## src/rtl/mem_access.sv

```systemverilog
// Memory-access pipeline stage: captures EX results, runs one req/ack data-bus
// access per load/store with byte lanes, extends load data and pulses WB.
module mem_access #(
  parameter int unsigned TIMEOUT_CYCLES = 16
) (
  input  logic        clk,
  input  logic        rst,
  input  logic        valid_i,
  output logic        ready_o,
  input  logic [4:0]  rw_i,
  input  logic        wreg_i,
  input  logic [31:0] wdata_i,
  input  logic [3:0]  mem_op_i,
  input  logic [31:0] mem_addr_i,
  input  logic [31:0] mem_sdata_i,
  output logic        valid_o,
  output logic [4:0]  rw_o,
  output logic        wreg_o,
  output logic [31:0] wdata_o,
  output logic        exc_o,
  output logic        bus_req,
  output logic        bus_we,
  output logic [31:0] bus_addr,
  output logic [3:0]  bus_sel,
  output logic [31:0] bus_wdata,
  input  logic [31:0] bus_rdata,
  input  logic        bus_ack
);

  typedef enum logic {S_IDLE, S_BUS} state_e;

  typedef enum logic [3:0] {
    OP_NOP = 4'd0,
    OP_LB  = 4'd1,
    OP_LBU = 4'd2,
    OP_LH  = 4'd3,
    OP_LHU = 4'd4,
    OP_LW  = 4'd5,
    OP_SB  = 4'd6,
    OP_SH  = 4'd7,
    OP_SW  = 4'd8
  } mem_op_e;

  typedef enum logic [1:0] {SZ_BYTE, SZ_HALF, SZ_WORD} size_e;

  state_e      state_q, state_d;
  logic [7:0]  timer_q, timer_d;

  // Per-instruction context held across the bus access
  logic [4:0]  cap_rw_q, cap_rw_d;
  logic        cap_wreg_q, cap_wreg_d;
  logic        cap_load_q, cap_load_d;
  logic        cap_sign_q, cap_sign_d;
  size_e       cap_size_q, cap_size_d;
  logic [1:0]  cap_lane_q, cap_lane_d;

  logic        valid_q, valid_d;
  logic [4:0]  rw_q, rw_d;
  logic        wreg_q, wreg_d;
  logic [31:0] wdata_q, wdata_d;
  logic        exc_q, exc_d;
  logic        req_q, req_d;
  logic        we_q, we_d;
  logic [31:0] addr_q, addr_d;
  logic [3:0]  sel_q, sel_d;
  logic [31:0] bwdata_q, bwdata_d;

  // Decode of the incoming descriptor
  logic        dec_mem, dec_load, dec_sign, dec_mis;
  size_e       dec_size;
  logic [3:0]  dec_sel;
  logic [31:0] dec_wdata;

  logic [31:0] load_val;

  assign ready_o = (state_q == S_IDLE) && !rst;

  always_comb begin
    dec_mem  = 1'b1;
    dec_load = 1'b0;
    dec_sign = 1'b0;
    dec_size = SZ_BYTE;
    case (mem_op_i)
      OP_LB:   begin dec_load = 1'b1; dec_sign = 1'b1; dec_size = SZ_BYTE; end
      OP_LBU:  begin dec_load = 1'b1;                  dec_size = SZ_BYTE; end
      OP_LH:   begin dec_load = 1'b1; dec_sign = 1'b1; dec_size = SZ_HALF; end
      OP_LHU:  begin dec_load = 1'b1;                  dec_size = SZ_HALF; end
      OP_LW:   begin dec_load = 1'b1;                  dec_size = SZ_WORD; end
      OP_SB:   dec_size = SZ_BYTE;
      OP_SH:   dec_size = SZ_HALF;
      OP_SW:   dec_size = SZ_WORD;
      default: dec_mem = 1'b0;
    endcase

    dec_mis   = 1'b0;
    dec_sel   = 4'b1111;
    dec_wdata = mem_sdata_i;
    case (dec_size)
      SZ_BYTE: begin
        dec_sel   = 4'b0001 << mem_addr_i[1:0];
        dec_wdata = {4{mem_sdata_i[7:0]}};
      end
      SZ_HALF: begin
        dec_mis   = mem_addr_i[0];
        dec_sel   = mem_addr_i[1] ? 4'b1100 : 4'b0011;
        dec_wdata = {2{mem_sdata_i[15:0]}};
      end
      default: dec_mis = (mem_addr_i[1:0] != 2'b00);
    endcase
  end

  // Lane extraction from the returned word, then sign/zero extension
  always_comb begin
    load_val = bus_rdata;
    case (cap_size_q)
      SZ_BYTE: begin
        logic [7:0] b;
        case (cap_lane_q)
          2'd0:    b = bus_rdata[7:0];
          2'd1:    b = bus_rdata[15:8];
          2'd2:    b = bus_rdata[23:16];
          default: b = bus_rdata[31:24];
        endcase
        load_val = {{24{cap_sign_q & b[7]}}, b};
      end
      SZ_HALF: begin
        logic [15:0] h;
        h = cap_lane_q[1] ? bus_rdata[31:16] : bus_rdata[15:0];
        load_val = {{16{cap_sign_q & h[15]}}, h};
      end
      default: load_val = bus_rdata;
    endcase
  end

  always_comb begin
    state_d    = state_q;
    timer_d    = timer_q;
    cap_rw_d   = cap_rw_q;
    cap_wreg_d = cap_wreg_q;
    cap_load_d = cap_load_q;
    cap_sign_d = cap_sign_q;
    cap_size_d = cap_size_q;
    cap_lane_d = cap_lane_q;
    valid_d    = 1'b0;
    exc_d      = 1'b0;
    rw_d       = rw_q;
    wreg_d     = wreg_q;
    wdata_d    = wdata_q;
    req_d      = req_q;
    we_d       = we_q;
    addr_d     = addr_q;
    sel_d      = sel_q;
    bwdata_d   = bwdata_q;

    case (state_q)
      S_IDLE: begin
        if (valid_i && ready_o) begin
          if (!dec_mem) begin
            valid_d = 1'b1;
            rw_d    = rw_i;
            wreg_d  = wreg_i;
            wdata_d = wdata_i;
          end else if (dec_mis) begin
            valid_d = 1'b1;
            exc_d   = 1'b1;
            rw_d    = rw_i;
            wreg_d  = 1'b0;
            wdata_d = '0;
          end else begin
            state_d    = S_BUS;
            timer_d    = '0;
            req_d      = 1'b1;
            we_d       = !dec_load;
            addr_d     = {mem_addr_i[31:2], 2'b00};
            sel_d      = dec_sel;
            bwdata_d   = dec_wdata;
            cap_rw_d   = rw_i;
            cap_wreg_d = wreg_i;
            cap_load_d = dec_load;
            cap_sign_d = dec_sign;
            cap_size_d = dec_size;
            cap_lane_d = mem_addr_i[1:0];
          end
        end
      end
      S_BUS: begin
        // An ack in the last allowed cycle takes priority over the timeout
        if (bus_ack) begin
          state_d = S_IDLE;
          req_d   = 1'b0;
          valid_d = 1'b1;
          rw_d    = cap_rw_q;
          wreg_d  = cap_load_q ? cap_wreg_q : 1'b0;
          wdata_d = cap_load_q ? load_val : '0;
        end else if (timer_q == 8'(TIMEOUT_CYCLES - 1)) begin
          state_d = S_IDLE;
          req_d   = 1'b0;
          valid_d = 1'b1;
          exc_d   = 1'b1;
          rw_d    = cap_rw_q;
          wreg_d  = 1'b0;
          wdata_d = '0;
        end else begin
          timer_d = timer_q + 8'd1;
        end
      end
      default: state_d = S_IDLE;
    endcase
  end

  always_ff @(posedge clk) begin
    if (rst) begin
      state_q    <= S_IDLE;
      timer_q    <= '0;
      cap_rw_q   <= '0;
      cap_wreg_q <= 1'b0;
      cap_load_q <= 1'b0;
      cap_sign_q <= 1'b0;
      cap_size_q <= SZ_BYTE;
      cap_lane_q <= '0;
      valid_q    <= 1'b0;
      rw_q       <= '0;
      wreg_q     <= 1'b0;
      wdata_q    <= '0;
      exc_q      <= 1'b0;
      req_q      <= 1'b0;
      we_q       <= 1'b0;
      addr_q     <= '0;
      sel_q      <= '0;
      bwdata_q   <= '0;
    end else begin
      state_q    <= state_d;
      timer_q    <= timer_d;
      cap_rw_q   <= cap_rw_d;
      cap_wreg_q <= cap_wreg_d;
      cap_load_q <= cap_load_d;
      cap_sign_q <= cap_sign_d;
      cap_size_q <= cap_size_d;
      cap_lane_q <= cap_lane_d;
      valid_q    <= valid_d;
      rw_q       <= rw_d;
      wreg_q     <= wreg_d;
      wdata_q    <= wdata_d;
      exc_q      <= exc_d;
      req_q      <= req_d;
      we_q       <= we_d;
      addr_q     <= addr_d;
      sel_q      <= sel_d;
      bwdata_q   <= bwdata_d;
    end
  end

  assign valid_o   = valid_q;
  assign rw_o      = rw_q;
  assign wreg_o    = wreg_q;
  assign wdata_o   = wdata_q;
  assign exc_o     = exc_q;
  assign bus_req   = req_q;
  assign bus_we    = we_q;
  assign bus_addr  = addr_q;
  assign bus_sel   = sel_q;
  assign bus_wdata = bwdata_q;

endmodule
```

## config.mk

```make
export PLATFORM = sky130hd
export DESIGN_NAME = mem_access
export DESIGN_NICKNAME = d
export VERILOG_FILES = /design/src/rtl/mem_access.sv
export SDC_FILE = /design/constraint.sdc
export NUM_CORES = 1
export LEC_CHECK = 0
export BUFFER_PORTS_ARGS = -buffer_cell sky130_fd_sc_hd__buf_2
export CAP_MARGIN = 15
export CORE_MARGIN = 2
export CORE_UTILIZATION = 35
export DETAILED_ROUTE_END_ITERATION = 8
export GPL_TIMING_DRIVEN = 0
export MAX_ROUTING_LAYER = met4
export PLACE_DENSITY = 0.7
export SYNTH_ARGS = -nofsm -noshare
export SYNTH_HDL_FRONTEND = slang
export SYNTH_SLANG_ARGS = --single-unit
```

## constraint.sdc

```tcl
create_clock -name clk -period 2.4 [get_ports clk]
set_input_delay 0.6 -clock clk [delete_from_list [all_inputs] [get_ports clk]]
set_output_delay 0.6 -clock clk [all_outputs]
set_load 0.03 [all_outputs]
```

==> flow_metrics.py <==
metrics = {
    "outcome": {
        "status": "finished, final reports clean",
    },
    "place": {
        "pre_cts_ws_ps": -238,
        "place.gp.congestion": 0.941,
        "io_buffers": 250,
        "dp_hpwl_um": 17100,
        "placed_area_um2": 7890,
    },
    "grt": {
        "grt_max_degree": 20,
        "antenna_found_initial": 1,
        "grtUsageMet3_pct": 5.11,
        "grt_usage_pct": 23.3,
        "grt-busiest-layer": "met2",
        "grt-ovfl-total": 0,
        "grt_pass1_wl_um": 35000,
        "first_global_vias": 6461,
        "grt_use_met1_pct": 30.0,
        "grtUsageMet2_pct": 35.9,
    },
    "clock_network": {
        "clock_sinks": 129,
        "cts_tree": "yes",
        "post-cts-setup-buffers": 0,
        "clkTransAtPathRegs_ps": 60,
        "htreeDepth": 4,
        "hold_buffers": 0,
        "cts_resized": 2,
        "cts_buffers": 17,
        "ctsRootBufferMaster": "clkbuf_16",
        "clk_path_buf_depth": 2,
        "clk_latency_ps": 420,
    },
    "logic_synthesis": {
        "yosysWarnings": 0,
        "synth_ff_type": "dfxtp_1",
        "synthArstFlopShare_pct": 0,
        "yosysUniqueCellTypes": 60,
        "synth_edf_count": 0,
        "syn_inst": 747,
        "yosys_register_bits": 129,
        "synth_area_per_cell_um2": 8.50,
        "synthesis.area_um2": 6350,
        "ys_seq_area_share_pct": 40.7,
    },
    "timing": {
        "skew_ps": 6.27,
        "rsz0062_at_grt": "false",
        "post-route-period-util_pct": 91.9,
        "fin_ws_ps": 195,
        "worst_pin_slew_ps": 662,
        "maxSlewViolCount": 0,
        "min_period_ps": 2200,
        "setup_violations": 0,
        "fmax_mhz": 454,
        "slew_headroom_pct": 55.9,
        "finalHoldViolCount": 0,
    },
    "finish": {
        "final_util_pct": 47.8,
        "layout_commonest_cell": "buf_2",
        "design_area_um2": 8550,
        "area_delta_synth_final_pct": 34.7,
        "num-nets-final": 1159,
        "drive_above_1_share_pct": 34.9,
        "layout_common_cells": "buf_2 (277), nand2_1 (135), dfxtp_1 (129)",
    },
    "run": {
        "max_cap_viol_count": 0,
    },
    "power_and_ir_drop": {
        "power_frac_clock_pct": 45.9,
        "pwr-share-comb_pct": 16.9,
        "powerDensity_nw_per_um2": 727,
        "swShare_pct": 28.0,
        "p_sw_mw": 1.74,
        "leakage_nw": 3.76,
        "peakVddDrop_mv": 0.536,
        "seq_power_share_pct": 37.1,
        "internal_power_mw": 4.48,
    },
    "detailed_routing": {
        "routed_wl_um": 22800,
        "drtIter0Drc": 558,
        "route.detailed.drc": 0,
        "wl_per_cell_um": 18.1,
        "ant_nets": 0,
        "viasPerCell": 5.44,
        "firstDrtPassIters": 5,
        "via_count": 6850,
    },
    "worst_hold_path": {
        "worstHoldStart": "mem_addr_i[29]",
        "hp-class": "input pin to flop",
        "holdPathStages": 3,
        "hold_end": "bus_addr[29]$_SDFFE_PP0P_",
    },
    "critical_path": {
        "ff2ff_setup_slack_ps": 280,
        "path_class": "input pin to output port",
        "r2r-start": "cap_lane_q[1]$_SDFFE_PP0P_",
        "startpoint_type": "input pin",
        "cp-end-kind": "output port",
        "reg2reg_to": "wdata_o[28]$_SDFFE_PP0P_",
        "critPathArrivalTime_ps": 1600,
        "rr_worst_depth": 7,
        "critPathRequiredTime_ps": 1800,
        "path_max_fanout": 10,
    },
    "die": {
        "rows": 49,
        "fp.dieH_um": 139,
        "die_area_um2": 19200,
        "die_w_um": 139,
        "start_util_pct": 35.5,
        "io_pins": 253,
        "core_area_um2": 17900,
    },
}
-- stage by stage --
step	power [mW]	instances	hold slack, ps	setup TNS (ps)
finish	6.22	1259	414	0
global route	6.43	1259	415	0
CTS	6.25	1258	404	0
detailed placement	3.40	1227	443	-3970
global placement	3.39	1227	438	-3020
floorplan	3.00	748	436	0
-- metal layers --
| layer | wire [um] | vias to the layer above | part of all wire [%] |
|---|---|---|---|
| met5 | 0 | - | 0 |
| met4 | 653 | 0 | 2.9 |
| met3 | 1420 | 51 | 6.2 |
| met2 | 10700 | 283 | 47 |
| met1 | 9970 | 3225 | 44 |
| li1 | - | 3291 | - |
-- Yosys cell counts, types with 2 or more instances --
master	count	area share, %
a22oi_1	3	0.35
o21ai_1	12	0.95
a31oi_1	24	2.4
a211oi_1	2	0.24
buf_6	6	1.1
dfxtp_1	129	41
nor4_1	2	0.20
a32oi_1	15	2.1
nand3_1	10	0.79
clkbuf_1	29	1.7
o31ai_4	2	0.67
nand2_1	135	8.0
mux2i_1	22	3.5
nor2_1	35	2.1
a21oi_1	91	7.2
a221oi_1	16	2.2
nand3b_1	8	0.95
a222oi_1	8	1.3
or2_1	2	0.20
a22o_1	16	2.2
nor2b_1	7	0.69
a211oi_2	16	3.2
o21a_1	3	0.35
inv_1	5	0.30
and3_1	6	0.59
xor2_1	4	0.55
nand2b_1	10	0.99
o31ai_1	39	4.6
buf_4	12	1.4
and2_1	3	0.30
buf_2	27	2.1
nor3_1	12	0.95
o221ai_1	7	0.97
xnor2_1	2	0.28
mux2_2	2	0.35
-- worst max-delay path by stage --
stage                             from                  endpoint  slack [ps]  cells past startpoint
3_3_place_gp                       rst                   ready_o        -220                      5
3_5_place_dp                       rst                   ready_o        -240                      5
5_1_grt        timer_q[0]$_SDFFE_PP0P_  wdata_o[24]$_SDFFE_PP0P_          10                      9
4_1_cts                            rst                   ready_o         190                      5
2_1_floorplan              mem_op_i[2]      bus_req$_SDFFE_PP0P_         260                      9
6_report                           rst                   ready_o         200                      5
-- power groups by stage --
stage / clock [mW] / sequential (mW) / combinational (mW)
global placement: 0 / 2.35 / 1.04
floorplan: 0 / 2.55 / 0.442
global route: 2.99 / 2.32 / 1.13
CTS: 2.89 / 2.31 / 1.05
finish: 2.86 / 2.31 / 1.05
detailed placement: 0 / 2.35 / 1.04
-- final cells by class --
type	instances	area [um2]
well taps	229	287
fillers	1773	9350
clock inverters	11	174
clock buffers	21	480
flip-flops and latches	129	2580
diodes	1	2.50
plain buffers	74	404
inverters	7	26.3
multi-input cells	537	3350
repair buffers	250	1250
-- registers in the layout, indices dropped and copies added (netlist names), 2 cells and up --
name	count
cap_size_q	2
timer_q	8
bus_sel	4
cap_rw_q	5
bus_addr	30
cap_lane_q	2
rw_o	5
bus_wdata	32
wdata_o	32
-- cell families (layout without fill, tap and decap cells) --
logic type	count (synthesis)	count (layout)	share of synthesized area, %
AOI/OAI and AO/OA	264	264	30.1
and+or+nand+nor	240	240	17.5
DFF	129	129	40.7
buffers and inverters	82	363	6.80
muxes	24	24	3.82
xor gates and xnor gates	6	6	0.827
adders and majority gates	1	1	0.197
other	1	3	0.0590
-- critical path: stages --
cell      delay (ps)
buf_2            120
clkbuf_2         240
clkbuf_2         300
nor2_1           140
buf_2            210
No activity file was read; power rests on OpenSTA's default activity.
